[src/rtl/ov7670_stream_gen_if.sv]
// OV7670 camera-side pixel bus: frame sync, line valid and one byte per pclk.
interface ov7670_stream_gen_if;
  logic       vsync;
  logic       href;
  logic [7:0] data;

  modport master (output vsync, output href, output data);
  modport slave  (input  vsync, input  href, input  data);
endinterface

[src/rtl/ov7670_stream_gen.sv]
// OV7670-style RGB444 frame transmitter driven from internal test patterns.
// All outputs are registered and computed from the next-cycle counters/state.
module ov7670_stream_gen #(
  parameter int unsigned H_ACTIVE    = 640,
  parameter int unsigned V_ACTIVE    = 480,
  parameter int unsigned H_BLANK     = 144,
  parameter int unsigned VSYNC_LINES = 3,
  parameter int unsigned V_BACK      = 17,
  parameter int unsigned V_FRONT     = 10
) (
  input  logic                       pclk,
  input  logic                       rst,
  input  logic                       enable,
  input  logic [1:0]                 mode,
  ov7670_stream_gen_if.master        cam,
  output logic                       frame_done,
  output logic [7:0]                 frame_cnt
);

  localparam int unsigned LINE_LEN    = 2 * H_ACTIVE + H_BLANK;
  localparam int unsigned FRAME_LINES = VSYNC_LINES + V_BACK + V_ACTIVE + V_FRONT;
  localparam int unsigned COL_W       = $clog2(LINE_LEN);
  localparam int unsigned LINE_W      = $clog2(FRAME_LINES);
  localparam int unsigned PW0         = (COL_W > LINE_W) ? COL_W : LINE_W;
  localparam int unsigned PW          = (PW0 > 5) ? PW0 : 5;

  localparam logic [COL_W-1:0]  COL_LAST  = COL_W'(LINE_LEN - 1);
  localparam logic [COL_W-1:0]  HREF_END  = COL_W'(2 * H_ACTIVE);
  localparam logic [COL_W-1:0]  COL_ONE   = COL_W'(1);
  localparam logic [LINE_W-1:0] LINE_ONE  = LINE_W'(1);
  localparam logic [LINE_W-1:0] VS_LAST   = LINE_W'(VSYNC_LINES - 1);
  localparam logic [LINE_W-1:0] VB_LAST   = LINE_W'(VSYNC_LINES + V_BACK - 1);
  localparam logic [LINE_W-1:0] ACT_LAST  = LINE_W'(VSYNC_LINES + V_BACK + V_ACTIVE - 1);
  localparam logic [LINE_W-1:0] FR_LAST   = LINE_W'(FRAME_LINES - 1);
  localparam logic [PW-1:0]     ACT_FIRST = PW'(VSYNC_LINES + V_BACK);
  localparam logic [PW-1:0]     BAR_W     = PW'(H_ACTIVE / 8);
  localparam logic [PW-1:0]     BIT4      = PW'(16);

  typedef enum logic [2:0] {
    S_IDLE,
    S_VSYNC,
    S_VBACK,
    S_ACTIVE,
    S_VFRONT
  } state_e;

  state_e              state_q, state_d;
  logic [COL_W-1:0]    col_q, col_d;
  logic [LINE_W-1:0]   line_q, line_d;
  logic [1:0]          mode_q, mode_d;
  logic                vsync_q, vsync_d;
  logic                href_q, href_d;
  logic [7:0]          data_q, data_d;
  logic                frame_done_q, frame_done_d;
  logic [7:0]          frame_cnt_q, frame_cnt_d;

  logic                col_wrap;
  logic [PW-1:0]       px_x, px_y, bar;
  logic                chk;
  logic [11:0]         rgb;

  always_comb begin
    state_d  = state_q;
    col_d    = col_q;
    line_d   = line_q;
    mode_d   = mode_q;
    col_wrap = (col_q == COL_LAST);

    if (state_q == S_IDLE) begin
      col_d  = '0;
      line_d = '0;
      if (enable) begin
        state_d = S_VSYNC;
        mode_d  = mode;
      end
    end else begin
      col_d = col_wrap ? '0 : col_q + COL_ONE;
      if (col_wrap) begin
        line_d = (line_q == FR_LAST) ? '0 : line_q + LINE_ONE;
        case (state_q)
          S_VSYNC:  if (line_q == VS_LAST)  state_d = S_VBACK;
          S_VBACK:  if (line_q == VB_LAST)  state_d = S_ACTIVE;
          S_ACTIVE: if (line_q == ACT_LAST) state_d = S_VFRONT;
          S_VFRONT: if (line_q == FR_LAST) begin
            if (enable) begin
              state_d = S_VSYNC;
              mode_d  = mode;
            end else begin
              state_d = S_IDLE;
            end
          end
          default:  state_d = S_IDLE;
        endcase
      end
    end
  end

  // Pattern generation looks at the next-cycle position so data lines up with href.
  always_comb begin
    px_x = PW'(col_d) >> 1;
    px_y = PW'(line_d) - ACT_FIRST;
    bar  = px_x / BAR_W;
    chk  = |((px_x ^ px_y) & BIT4);
    rgb  = 12'h000;

    case (mode_q)
      2'b00: begin
        case (bar)
          PW'(0):  rgb = 12'hFFF;
          PW'(1):  rgb = 12'hFF0;
          PW'(2):  rgb = 12'h0FF;
          PW'(3):  rgb = 12'h0F0;
          PW'(4):  rgb = 12'hF0F;
          PW'(5):  rgb = 12'hF00;
          PW'(6):  rgb = 12'h00F;
          default: rgb = 12'h000;
        endcase
      end
      2'b01:   rgb = {3{px_x[3:0]}};
      2'b10:   rgb = chk ? 12'hFFF : 12'h000;
      default: rgb = {frame_cnt_q[3:0], ~frame_cnt_q[3:0], 4'h0};
    endcase

    vsync_d      = (state_d == S_VSYNC);
    href_d       = (state_d == S_ACTIVE) && (col_d < HREF_END);
    data_d       = '0;
    if (href_d) begin
      data_d = col_d[0] ? rgb[7:0] : {4'h0, rgb[11:8]};
    end
    frame_done_d = (state_d == S_VFRONT) && (line_d == FR_LAST) && (col_d == COL_LAST);
    frame_cnt_d  = frame_done_q ? frame_cnt_q + 8'd1 : frame_cnt_q;
  end

  always_ff @(posedge pclk or negedge rst) begin
    if (!rst) begin
      state_q      <= S_IDLE;
      col_q        <= '0;
      line_q       <= '0;
      mode_q       <= '0;
      vsync_q      <= 1'b0;
      href_q       <= 1'b0;
      data_q       <= '0;
      frame_done_q <= 1'b0;
      frame_cnt_q  <= '0;
    end else begin
      state_q      <= state_d;
      col_q        <= col_d;
      line_q       <= line_d;
      mode_q       <= mode_d;
      vsync_q      <= vsync_d;
      href_q       <= href_d;
      data_q       <= data_d;
      frame_done_q <= frame_done_d;
      frame_cnt_q  <= frame_cnt_d;
    end
  end

  assign cam.vsync  = vsync_q;
  assign cam.href   = href_q;
  assign cam.data   = data_q;
  assign frame_done = frame_done_q;
  assign frame_cnt  = frame_cnt_q;

endmodule
[src/flat_wrapper.sv]
// flat-port wrapper written by rule: the top's interface ports become plain ports
module ov7670_stream_gen_flat 
#(
  parameter int unsigned H_ACTIVE    = 640,
  parameter int unsigned V_ACTIVE    = 480,
  parameter int unsigned H_BLANK     = 144,
  parameter int unsigned VSYNC_LINES = 3,
  parameter int unsigned V_BACK      = 17,
  parameter int unsigned V_FRONT     = 10
)
  (pclk, rst, enable, mode, frame_done, frame_cnt, cam_vsync, cam_href, cam_data);
  ov7670_stream_gen_if cam_i ();
  input  logic pclk;
  input  logic rst;
  input  logic enable;
  input  logic [1:0] mode;
  output logic frame_done;
  output logic [7:0] frame_cnt;
  output wire logic [$bits(cam_i.vsync)-1:0] cam_vsync;
  output wire logic [$bits(cam_i.href)-1:0] cam_href;
  output wire logic [$bits(cam_i.data)-1:0] cam_data;
  assign cam_vsync = cam_i.vsync;
  assign cam_href = cam_i.href;
  assign cam_data = cam_i.data;
  ov7670_stream_gen #(.H_ACTIVE(H_ACTIVE), .V_ACTIVE(V_ACTIVE), .H_BLANK(H_BLANK), .VSYNC_LINES(VSYNC_LINES), .V_BACK(V_BACK), .V_FRONT(V_FRONT)) u_core (.pclk(pclk), .rst(rst), .enable(enable), .mode(mode), .cam(cam_i), .frame_done(frame_done), .frame_cnt(frame_cnt));
endmodule
[config.mk]
export PLATFORM = sky130hd
export DESIGN_NAME = ov7670_stream_gen_flat
export DESIGN_NICKNAME = d
export VERILOG_FILES = /design/src/rtl/ov7670_stream_gen_if.sv /design/src/rtl/ov7670_stream_gen.sv /design/src/flat_wrapper.sv
export SDC_FILE = /design/constraint.sdc
export NUM_CORES = 1
export LEC_CHECK = 0
export CAP_MARGIN = 20
export CORE_MARGIN = 10
export CORE_UTILIZATION = 40
export DETAILED_ROUTE_END_ITERATION = 12
export DONT_BUFFER_PORTS = 1
export SLEW_MARGIN = 40
export SYNTH_ARGS = -nofsm -noshare
export SYNTH_HDL_FRONTEND = slang
export SYNTH_SLANG_ARGS = --single-unit
[constraint.sdc]
create_clock -name pclk -period 3.3 [get_ports pclk]
set_clock_uncertainty 0.2 [all_clocks]
set_input_delay 0.33 -clock pclk [delete_from_list [all_inputs] [get_ports pclk]]
set_output_delay 0.33 -clock pclk [all_outputs]
set_load 0.1 [all_outputs]
==> impl_metrics.toml <==
[run_status]
outcome = "finished clean"

[critical_path]
critPathLaunchType = "register"
reg2reg_depth = 10
endpoint_kind = "register"
r2r_slack_ns = 0.26
crit_arrival_ns = 3.03
rr_startpoint = "u_core.col_q[0]"
required_ns = 3.29
crit_fanout = 10
critPathKind = "reg2reg"
r2r-end = "u_core.cam.data[4]"

[worst_hold_path]
min_from = "enable"
holdPathStages = 2
worstHoldPathType = "in2reg"
worstHoldEndpoint = "u_core.state_q[0]"

[synth]
ys_ff_latch = 44
yosysWarnings = 0
syn_area_per_cell_um2 = 9.37
synth_edf_count = 0
synth_flop_cell = "dfrtp_1"
yosys.area.top_type = "dfrtp_1"
netlist_area_um2 = 2620
synth-seq-area-share = 0.420
syn_nets = 290
syn_inst = 280
synth_top_area_frac = 0.420
ys_async_sr_fraction = 1.00
synthTopCellsByArea = "dfrtp_1 42%, nand4_1 3.8%, nor2_1 3.7%, xor2_1 3.0%, o21ai_0 2.7%"
yosysUniqueCellTypes = 64

[final_layout]
drive_gt1_frac = 0.167
diodes = 0
areaGrowthSynthToFinish_pct = 14.3
mostFrequentLayoutCells = "41 x dfrtp_1, 26 x nor2_1, 18 x nand2_1, 16 x nand4_1, 16 x buf_4"
final_common_cell = "dfrtp_1"
utilization = 0.472
nNetsFinal = 308

[global_routing]
grt_max_degree = 45
antenna_found_initial = 0
globalRouteTotalUtil = 0.136
grt-ovfl-total = 0
first_global_vias = 2282
grt_pass1_wl_um = 11400

[timing]
rsz0062_at_grt = "no"
hold-worst-slack_ns = 0.0381
fin_setup_tns_ns = 0
setup_ws_ns = 0.260
relSlewSlack = 0.404
slew_violations = 0
fin_crit_sh = 0.921
max_freq_ghz = 0.329
hold_viol_final = 0
setup_violations = 0
tightestPinTransition_ns = 0.895
period_needed_ns = 3.04

[routing]
avgViaCountPerCell = 6.03
routedWlPerCell_um = 18.1
drc = 0
drt-total-wl_um = 6810
num_vias = 2267
drtPass1Iterations = 4
antenna_left = 0
drt-initial-drc-count = 219

[clock_network]
worstSkewPairLatency_ns = 0.29
cts_buffers = 5
clk_path_buf_depth = 2
cts-root-buf = "clkbuf_8"
cts_sinks = 44
clk_pin_slew_ns = 0.09
htree_levels = 2
cts_tree = "done"

[floorplan]
fp.dieH_um = 101
core_um2 = 6350
die_x_um = 101
initial_core_util = 0.413
die_area_um2 = 10200
io_pins = 24
rows = 29

[placement]
dp_hpwl_um = 4900
dp_slack_ns = 0.267
io_buffers = 0
routabilityCongestion = 0.906

[power_and_ir_drop]
irDropWorstVdd_uv = 296
p_per_area_nw_per_um2 = 352
leakagePower_uw = 0.00132

[flow_run]
maxCapViolCount = 0
worst max path at each step:
| stage | from | to | slack [ns] | cells past startpoint |
|---|---|---|---|---|
| finish | u_core.col_q[0] | u_core.cam.data[4] | 0.26 | 10 |
| global route | u_core.col_q[0] | u_core.cam.data[5] | 0.01 | 10 |
| detailed placement | u_core.col_q[0] | u_core.cam.data[5] | 0.27 | 8 |
| global placement | u_core.col_q[0] | u_core.cam.data[4] | 0.31 | 8 |
| floorplan | u_core.col_q[0] | u_core.cam.data[4] | 0.56 | 8 |
| CTS | u_core.col_q[0] | u_core.cam.data[1] | 0.24 | 10 |
registers in the layout (all words and copies together), names as in the netlist:
signal / count
u_core.cam.data: 8
u_core.cam.href: 1
u_core.cam.vsync: 1
u_core.col_q: 11
u_core.frame_cnt: 8
u_core.frame_done: 1
u_core.line_q: 9
u_core.mode_q: 2
u_core.state_q: 3
metrics by stage:
stage | cells | area [um^2] | total power (uW)
after floorplan | 280 | 2620 | 550
after global placement | 363 | 2780 | 549
after detailed placement | 363 | 2780 | 549
after CTS | 375 | 2970 | 1070
after global routing | 376 | 3000 | 1090
final | 376 | 3000 | 1050
where the power goes:
part           switching (uW)  total (uW)  internal [uW]
Clock                     196         499            303
Combinational            11.5        17.3           5.80
Sequential                  0         539            539
cells in the mapped netlist (3+ instances only):
library cell	number
xnor2_1	8
nand3_1	13
or3_1	3
o31ai_1	3
a311oi_1	5
nor3_1	9
a211oi_1	4
nand2b_1	3
clkbuf_1	3
or2_2	3
nor4_1	4
ha_1	5
nor2_1	26
inv_1	11
nand4_1	16
a31oi_1	3
dfrtp_1	44
xor2_1	9
nand2_1	18
a21oi_1	10
o21ai_0	14
and2_1	3
and3_1	8
mux2_2	3
critical path, cell delays in order, from the launching register on:
cell,delay [ns]
dfrtp_1,0.40
ha_1,0.28
nand4_1,0.16
buf_4,0.19
nor3_4,0.21
buf_4,0.19
a21o_1,0.31
o21ai_0,0.19
a211o_1,0.39
and2_4,0.17
a311oi_1,0.25
cell type report:
type	count	area (um^2)
Clock inverter	2	60.1
Multi-Input combinational cell	215	1440
Fill cell	595	3350
Timing Repair Buffer	20	178
Inverter	12	45.0
Tap cell	77	96.3
Sequential cell	44	1100
Clock buffer	6	72.6
routing by layer:
layer / up-vias / track usage / wire, um
met5: - / 0 / 0
met4: 0 / 0.0397 / 115
met3: 12 / 0.0261 / 298
met2: 71 / 0.213 / 3260
met1: 1108 / 0.184 / 3140
li1: 1076 / - / -
cells by family (layout without fill, tap and decap cells):
group           count (synthesis)  after routing  synth area share
mux                             3              3            0.0129
flops                          44             44             0.420
simple gates                  125            125             0.273
compound gates                 65             65             0.175
buf+inv                        21             40            0.0386
fa+ha+maj                       5              5            0.0239
xor+xnor                       17             17            0.0568
timing repair:
action | CTS | global route
endpoints found under the hold margin | 46 | 0
endpoints found under the setup margin | 0 | 5
setup buffers | 0 | 1
hold buffers | 4 | 0
resized for setup | 0 | 3
(Power assumes the default switching activity.)
